<file path="src/rtl/phase_request_scheduler_pkg.sv">
`default_nettype none
// ============================================================================
//  Module      : phase_request_scheduler_pkg
//  Description : Shared phase/state encodings and timing defaults for the
//                four-phase demand-driven intersection sequencer.
//  Revision    : 1.0 - initial release
// ============================================================================
package phase_request_scheduler_pkg;

    // Phase numbering; bit index of car_sensor/green/yellow/pending
    localparam logic [1:0] STRAIGHT_STREET_STRAIGHT_LANE = 2'd0;
    localparam logic [1:0] STRAIGHT_STREET_TURN_LANE     = 2'd1;
    localparam logic [1:0] CROSS_STREET_STRAIGHT_LANE    = 2'd2;
    localparam logic [1:0] CROSS_STREET_TURN_LANE        = 2'd3;

    // Sequencer states, explicit 2-bit encoding
    typedef enum logic [1:0] {
        GREEN   = 2'd0,
        YELLOW  = 2'd1,
        ALL_RED = 2'd2
    } sched_state_t;

    // Timing defaults in seconds (all must fit the 7-bit counters)
    localparam int unsigned DEFAULT_MIN_GREEN          = 10;
    localparam int unsigned DEFAULT_PED_MIN_GREEN      = 30;
    localparam int unsigned DEFAULT_MAX_GREEN_STRAIGHT = 120;
    localparam int unsigned DEFAULT_MAX_GREEN_TURN     = 60;
    localparam int unsigned DEFAULT_YELLOW_TIME        = 4;
    localparam int unsigned DEFAULT_ALL_RED_TIME       = 2;

    // One-hot lamp/request mask for a phase number
    function automatic logic [3:0] phase_onehot(input logic [1:0] p);
        phase_onehot = 4'b0001 << p;
    endfunction

    // Odd phases are the turn phases
    function automatic logic is_turn_phase(input logic [1:0] p);
        is_turn_phase = p[0];
    endfunction

endpackage
`default_nettype wire

</file>
<file path="src/rtl/rr_phase_picker.sv">
`default_nettype none
// ============================================================================
//  Module      : rr_phase_picker
//  Description : Combinational 4-way round-robin search. Returns the first
//                pending phase after the current one (cur+1, cur+2, cur+3,
//                then cur itself), wrapping modulo 4.
//  Revision    : 1.0 - initial release
// ============================================================================
module rr_phase_picker
    import phase_request_scheduler_pkg::*;
(
    input  logic [3:0] i_pending,
    input  logic [1:0] i_cur_phase,
    output logic [1:0] o_next_phase,
    output logic       o_valid
);

    // Scan from the farthest candidate to the nearest so the nearest hit wins
    always_comb begin
        o_next_phase = i_cur_phase;
        o_valid      = 1'b0;
        for (int k = 4; k >= 1; k--) begin
            if (i_pending[i_cur_phase + 2'(k)]) begin
                o_next_phase = i_cur_phase + 2'(k);
                o_valid      = 1'b1;
            end
        end
    end

endmodule
`default_nettype wire

</file>
<file path="src/rtl/phase_request_scheduler.sv">
`default_nettype none
// ============================================================================
//  Module      : phase_request_scheduler
//  Description : Demand-driven four-phase intersection sequencer. Latches car
//                and pedestrian requests, grants one phase at a time in
//                round-robin order and runs GREEN -> YELLOW -> ALL_RED with
//                min/max green timing. All timing advances on tick only.
//  Revision    : 1.0 - initial release
// ============================================================================
module phase_request_scheduler
    import phase_request_scheduler_pkg::*;
#(
    parameter int unsigned MIN_GREEN          = DEFAULT_MIN_GREEN,
    parameter int unsigned PED_MIN_GREEN      = DEFAULT_PED_MIN_GREEN,
    parameter int unsigned MAX_GREEN_STRAIGHT = DEFAULT_MAX_GREEN_STRAIGHT,
    parameter int unsigned MAX_GREEN_TURN     = DEFAULT_MAX_GREEN_TURN,
    parameter int unsigned YELLOW_TIME        = DEFAULT_YELLOW_TIME,
    parameter int unsigned ALL_RED_TIME       = DEFAULT_ALL_RED_TIME
)
(
    input  logic       clk,
    input  logic       reset,
    input  logic       tick,
    input  logic [3:0] car_sensor,
    input  logic [1:0] ped_button,
    output logic [1:0] phase,
    output logic [3:0] green,
    output logic [3:0] yellow,
    output logic       all_red,
    output logic [1:0] walk,
    output logic [6:0] countdown,
    output logic [3:0] pending
);

    localparam logic [6:0] c_min_green     = 7'(MIN_GREEN);
    localparam logic [6:0] c_ped_min_green = 7'(PED_MIN_GREEN);
    localparam logic [6:0] c_max_straight  = 7'(MAX_GREEN_STRAIGHT);
    localparam logic [6:0] c_max_turn      = 7'(MAX_GREEN_TURN);
    localparam logic [6:0] c_yellow_time   = 7'(YELLOW_TIME);
    localparam logic [6:0] c_all_red_time  = 7'(ALL_RED_TIME);

    sched_state_t r_state;
    sched_state_t w_state_nxt;
    logic [1:0]   r_phase;
    logic [1:0]   w_phase_nxt;
    logic [6:0]   r_countdown;
    logic [6:0]   w_countdown_nxt;
    logic [6:0]   r_elapsed;
    logic [6:0]   w_elapsed_nxt;
    logic [3:0]   r_pending;
    logic [3:0]   w_pending_nxt;
    logic [1:0]   r_ped_flag;
    logic [1:0]   w_ped_flag_nxt;
    logic [1:0]   r_walk;
    logic [1:0]   w_walk_nxt;

    logic [3:0]   w_req;
    logic [1:0]   w_flag_req;
    logic [6:0]   w_max_green;
    logic [6:0]   w_min_green;
    logic [6:0]   w_elapsed_inc;
    logic [6:0]   w_countdown_dec;
    logic         w_others_pending;
    logic         w_clear_done;
    logic [1:0]   w_pick_phase;
    logic         w_pick_valid;

    rr_phase_picker u_picker (
        .i_pending    (r_pending),
        .i_cur_phase  (r_phase),
        .o_next_phase (w_pick_phase),
        .o_valid      (w_pick_valid)
    );

    // Request capture and timing helpers shared by every state
    always_comb begin
        w_req            = r_pending | car_sensor
                         | {1'b0, ped_button[1], 1'b0, ped_button[0]};
        w_flag_req       = r_ped_flag | ped_button;
        w_max_green      = is_turn_phase(r_phase) ? c_max_turn : c_max_straight;
        w_min_green      = (r_walk != 2'b00) ? c_ped_min_green : c_min_green;
        w_elapsed_inc    = (r_elapsed >= w_max_green) ? w_max_green : r_elapsed + 7'd1;
        w_countdown_dec  = (r_countdown == 7'd0) ? 7'd0 : r_countdown - 7'd1;
        w_others_pending = (r_pending & ~phase_onehot(r_phase)) != 4'b0000;
        // Clearance finished: either expiring on this tick, or already expired
        // and waiting for a request
        w_clear_done     = (r_countdown == 7'd0) || (tick && (r_countdown == 7'd1));
    end

    // Next-state and datapath decisions for the phase sequencer
    always_comb begin
        w_state_nxt     = r_state;
        w_phase_nxt     = r_phase;
        w_countdown_nxt = r_countdown;
        w_elapsed_nxt   = r_elapsed;
        w_pending_nxt   = w_req;
        w_ped_flag_nxt  = w_flag_req;
        w_walk_nxt      = r_walk;

        case (r_state)
            GREEN: begin
                if (tick) begin
                    w_elapsed_nxt   = w_elapsed_inc;
                    w_countdown_nxt = w_countdown_dec;
                    // Yield only once minimum green is served and someone else waits
                    if ((w_elapsed_inc >= w_min_green) && w_others_pending) begin
                        w_state_nxt     = YELLOW;
                        w_countdown_nxt = c_yellow_time;
                        w_walk_nxt      = 2'b00;
                    end
                end
            end

            YELLOW: begin
                if (tick) begin
                    if (r_countdown <= 7'd1) begin
                        w_state_nxt     = ALL_RED;
                        w_countdown_nxt = c_all_red_time;
                    end else begin
                        w_countdown_nxt = w_countdown_dec;
                    end
                end
            end

            ALL_RED: begin
                if (tick) begin
                    w_countdown_nxt = w_countdown_dec;
                end
                if (w_clear_done && w_pick_valid) begin
                    w_state_nxt     = GREEN;
                    w_phase_nxt     = w_pick_phase;
                    // Clearing the granted bit overrides a request arriving now
                    w_pending_nxt   = w_req & ~phase_onehot(w_pick_phase);
                    w_elapsed_nxt   = 7'd0;
                    w_countdown_nxt = is_turn_phase(w_pick_phase) ? c_max_turn
                                                                  : c_max_straight;
                    w_walk_nxt      = 2'b00;
                    // Walk includes a button pressed in this very cycle
                    if (w_pick_phase == STRAIGHT_STREET_STRAIGHT_LANE) begin
                        w_walk_nxt[0]     = w_flag_req[0];
                        w_ped_flag_nxt[0] = 1'b0;
                    end else if (w_pick_phase == CROSS_STREET_STRAIGHT_LANE) begin
                        w_walk_nxt[1]     = w_flag_req[1];
                        w_ped_flag_nxt[1] = 1'b0;
                    end
                end
            end

            default: begin
                w_state_nxt     = ALL_RED;
                w_countdown_nxt = c_all_red_time;
                w_walk_nxt      = 2'b00;
            end
        endcase
    end

    // State register; reset forces an all-red restart that serves phase 0 first
    always_ff @(posedge clk) begin
        if (reset) begin
            r_state     <= ALL_RED;
            r_phase     <= CROSS_STREET_TURN_LANE;
            r_countdown <= c_all_red_time;
            r_elapsed   <= 7'd0;
            r_pending   <= 4'b0001;
            r_ped_flag  <= 2'b00;
            r_walk      <= 2'b00;
        end else begin
            r_state     <= w_state_nxt;
            r_phase     <= w_phase_nxt;
            r_countdown <= w_countdown_nxt;
            r_elapsed   <= w_elapsed_nxt;
            r_pending   <= w_pending_nxt;
            r_ped_flag  <= w_ped_flag_nxt;
            r_walk      <= w_walk_nxt;
        end
    end

    // Lamp decode from the registered state
    always_comb begin
        green   = (r_state == GREEN)  ? phase_onehot(r_phase) : 4'b0000;
        yellow  = (r_state == YELLOW) ? phase_onehot(r_phase) : 4'b0000;
        all_red = (r_state == ALL_RED);
    end

    assign phase     = r_phase;
    assign walk      = r_walk;
    assign countdown = r_countdown;
    assign pending   = r_pending;

endmodule
`default_nettype wire

</file>
<file path="config.mk">
export PLATFORM = sky130hd
export DESIGN_NAME = phase_request_scheduler
export DESIGN_NICKNAME = d
export VERILOG_FILES = /design/src/rtl/phase_request_scheduler_pkg.sv /design/src/rtl/rr_phase_picker.sv /design/src/rtl/phase_request_scheduler.sv
export SDC_FILE = /design/constraint.sdc
export NUM_CORES = 1
export LEC_CHECK = 0
export BUFFER_PORTS_ARGS = -buffer_cell sky130_fd_sc_hd__buf_2
export CORE_MARGIN = 4
export CORE_UTILIZATION = 35
export CTS_CLUSTER_SIZE = 16
export DETAILED_ROUTE_END_ITERATION = 10
export GPL_TIMING_DRIVEN = 1
export PLACE_DENSITY = 0.64
export SLEW_MARGIN = 20
export SYNTH_ARGS = -nofsm -noshare
export SYNTH_HDL_FRONTEND = slang
export SYNTH_SLANG_ARGS = --single-unit
</file>
<file path="constraint.sdc">
create_clock -name clk -period 4.9 [get_ports clk]
set_clock_uncertainty 0.05 [all_clocks]
set_input_delay 0.98 -clock clk [delete_from_list [all_inputs] [get_ports clk]]
set_output_delay 0.98 -clock clk [all_outputs]
set_load 0.05 [all_outputs]
</file>
==> results list <==
* Area delta synth->final: 11.5%
* Commonest non-fill, non-tap cells in the layout: 32 x sky130_fd_sc_hd__buf_2, 26 x sky130_fd_sc_hd__dfxtp_1, 23 x sky130_fd_sc_hd__nor2_1
- Iteration count of the initial detailed-routing pass: 4
* Worst relative slew slack: 0.334
* Vias in the first global route: 1849
- Number of violations reported at the end of detailed-routing iteration 0: 164
- Root buffer cell: sky130_fd_sc_hd__clkbuf_8
- Total routing resource utilization after global routing: 0.153
* Clock sink total: 26
* CP Data Required Time: 5.05 ns
- Pins over their slew limit: 0
- Post-place setup slack: 1.31 ns
- At the pin with the least slew margin, the transition time is 0.987 ns.
- Vias after detailed routing: 1948
- STA classifies the critical path startpoint as a flip-flop.
- Hold Path End: r_ped_flag[1]$_SDFF_PP0_
- Outcome: complete, no violations
- IR analysis of the VDD net gives a maximum drop of 0.000239 V.
- Routability-driven placement finished with a final weighted congestion of 0.894.
- Fraction of final layout cells sized beyond drive strength 1: 0.179
* Routed via count divided by cell count: 5.63
- In this run the static leakage power is 0.959 nW.
- For this run, the number of Yosys warnings is 0.
- The startpoint identified for the worst hold timing path is r_ped_flag[1]$_SDFF_PP0_.
- Seq cells post-synth: 26
* Startpoint-to-endpoint class of the critical path: reg2reg
* Clock power share: 0.092
* Number of distinct library cells after synthesis: 59
* I/O pins: 33
* Relative contribution of combinational cells to total power: 0.638
- Final critical-path share of the clock period: 0.749
- In this run the standard cell core region covers 5540 sq um.
* Overall overflow remaining after global route: 0
- Number of flops mapped to enable cells by yosys: 0
* Most common flop cell mapped by yosys: sky130_fd_sc_hd__dfxtp_1
- The initialized floorplan defines 27 standard-cell rows.
- Endpoint class of the critical path: flip-flop
- The later pin in the worst-skew pair is clocked with a latency of 0.28 ns.
* Setup repair after global routing missed its margin: false
- In this run the number of H-tree levels came out at 1.
- Max-cap violations in this run came to 0.
- The worst hold path was traced through 2 stages.
- Cell internal power was estimated by the tool at 625 uW.
- CTS clk-pin slew, worst paths: 0.10 ns
- Counting the fill cells in the layout gives 597.
- At the end of the flow, the number of nets in the layout was 298.
- Average wire per standard cell: 15.1 microns
- In this run, post-CTS hold repair placed 0 buffers.
- ANT cells: 0
- The initial utilization of the core area, before any placement, comes to 0.362.
* Number of resized instances in the post-cts repair step: 0
* Critical path peak fanout: 15
- Number of remaining DRC errors: 0
* Longest Clk Path Bufs: 2
- TritonCTS Buffers: 3
* Hold WC Path Type: reg2reg
* P_sw: 750 uW
- A synthesized cell averages 7.92 sq um.
- Count of final hold-check violations: 0
- Arrival time at the worst endpoint: 3.82 ns
- The first global-routing pass estimated 9.07 mm of wire.
- Hold timing on the final database bottoms out at a slack of 0.445 ns.
- Leaving out fill and tap cells, the most frequent cell in the layout is sky130_fd_sc_hd__buf_2.
* PortBufs: 32
* Maximum clock frequency: 0.272 GHz
* Mapped Cells: 253
* Total power of the final layout: 1.37 mW
- In the synthesized netlist the async set-or-reset flop fraction comes to 0.
* Number of failing setup endpoints in the final timing report: 0
- Number of nets produced by synthesis: 275
* Die Outline Area: 7000 sq um
* Capturing point of the worst reg2reg path: walk[0]$_SDFFE_PP0P_
- Of the total power, registers draw 0.270.
* Post-Route WL: 5.24 mm
- Of the total power, the share spent switching nets is 0.545.
- Reg-to-reg slack, setup: 1.23 ns
* Largest net degree at the start of global routing: 23
* Area of the mapped netlist: 2000 sq um
- Initial antenna violation count: 0
- Buffers inserted by post-CTS timing repair: 0
* Setup TNS: 0 ns
- Post-DP HPWL: 4.02 mm
* Antenna Nets Post-Route: 0
- The share of the Yosys chip area taken by registers is 0.260.
- Die Y-Extent: 83.7 microns
- The worst register-to-register path begins at phase[0]$_SDFFE_PP1P_.
- The die is 83.7 microns wide.
- Final critical path time including I/O delays and setup: 3.67 ns
* Worst setup margin: 1.23 ns
- TritonCTS built the clock tree.
* Ratio of total power to cell area: 615 nW/um^2
- Worst reg2reg path depth: 11
## per-layer routing
layer	up-vias	track usage	part of all wire
met5	-	0	0
met4	0	0.0263	0.0052
met3	4	0.0286	0.052
met2	41	0.244	0.46
met1	928	0.218	0.48
li1	975	-	-
## critical path, cell delays in order (launching register included)
cell                       delay [ns]
sky130_fd_sc_hd__dfxtp_1         0.63
sky130_fd_sc_hd__ha_1            0.31
sky130_fd_sc_hd__and4_1          0.25
sky130_fd_sc_hd__a21o_1          0.21
sky130_fd_sc_hd__o21ai_0         0.25
sky130_fd_sc_hd__ha_1            0.28
sky130_fd_sc_hd__nand2_1         0.06
sky130_fd_sc_hd__a211o_1         0.09
sky130_fd_sc_hd__a211oi_1        0.09
sky130_fd_sc_hd__o41ai_1         0.81
sky130_fd_sc_hd__nand2_1         0.29
sky130_fd_sc_hd__a211oi_1        0.27
## synthesized netlist by cell type, drive strengths merged, types with 2 or more instances
cell	n	share of area
dfxtp	26	0.26
nor2	24	0.049
nand2	17	0.036
a21oi	14	0.035
clkbuf	13	0.024
ha	13	0.081
inv	13	0.024
nor3	11	0.027
o21ai	11	0.027
and2	10	0.031
nand2b	8	0.025
a211oi	7	0.029
nor2b	6	0.019
mux2i	5	0.025
nand3	5	0.012
nor4	5	0.026
a21o	4	0.015
a31o	4	0.017
a31oi	4	0.012
a211o	3	0.013
o21bai	3	0.011
o2bb2ai	3	0.013
o31a	3	0.013
xnor2	3	0.013
xor2	3	0.013
a21boi	2	0.0075
a22o	2	0.0087
nand4	2	0.0062
nor3b	2	0.0075
o211ai	2	0.0075
o41ai	2	0.0087
or2	2	0.0062
or3	2	0.0062
or4	2	0.0094
## power by group through the flow
stage / Sequential (mW) / Combinational (mW) / Clock [mW]
finish: 0.372 / 0.877 / 0.126
global placement: 0.371 / 0.874 / 0
detailed placement: 0.372 / 0.876 / 0
CTS: 0.368 / 0.877 / 0.131
global route: 0.386 / 0.968 / 0.140
floorplan: 0.461 / 0.617 / 0
## registers in the layout, summed over array words and instances, names as in the netlist
signal / count
countdown: 7
r_elapsed: 7
pending: 4
phase: 2
r_ped_flag: 2
r_state: 2
walk: 2
## logic make-up (layout without fill, tap and decap cells)
| family | Yosys count | count (layout) | synth area share |
|---|---|---|---|
| simple gates | 100 | 100 | 0.277 |
| xor+xnor | 6 | 6 | 0.0262 |
| buf+inv | 27 | 48 | 0.0543 |
| fa+ha+maj | 13 | 13 | 0.0812 |
| compound gates | 75 | 75 | 0.271 |
| flops | 26 | 26 | 0.260 |
| mux | 6 | 6 | 0.0306 |
## final cells by class
cell class	instances	area (sq um)	share of cell area
Tap cell	72	90.1	0.0403
Sequential cell	26	520	0.233
Multi-Input combinational cell	200	1380	0.615
Timing Repair Buffer	32	160	0.0716
Clock buffer	3	41.3	0.0185
Inverter	13	48.8	0.0218
## worst max-delay path by stage
stage,from,to,slack [ns],depth (start not counted)
floorplan,phase[0]$_SDFFE_PP1P_,walk[0]$_SDFFE_PP0P_,1.72,11
global placement,phase[0]$_SDFFE_PP1P_,walk[0]$_SDFFE_PP0P_,1.51,11
detailed placement,phase[0]$_SDFFE_PP1P_,walk[1]$_SDFFE_PP0P_,1.31,11
CTS,phase[0]$_SDFFE_PP1P_,walk[1]$_SDFFE_PP0P_,1.28,11
global route,phase[0]$_SDFFE_PP1P_,walk[0]$_SDFFE_PP0P_,0.94,11
finish,phase[0]$_SDFFE_PP1P_,walk[0]$_SDFFE_PP0P_,1.23,11
## through the flow
stage / util / instances / cell area (sq um)
2_1_floorplan: - / 253 / 2000
3_3_place_gp: 0.396 / 343 / 2190
3_5_place_dp: 0.396 / 343 / 2190
4_1_cts: 0.404 / 346 / 2240
5_1_grt: 0.404 / 346 / 2240
6_report: 0.404 / 346 / 2240
No activity file was read; power rests on OpenSTA's default activity.
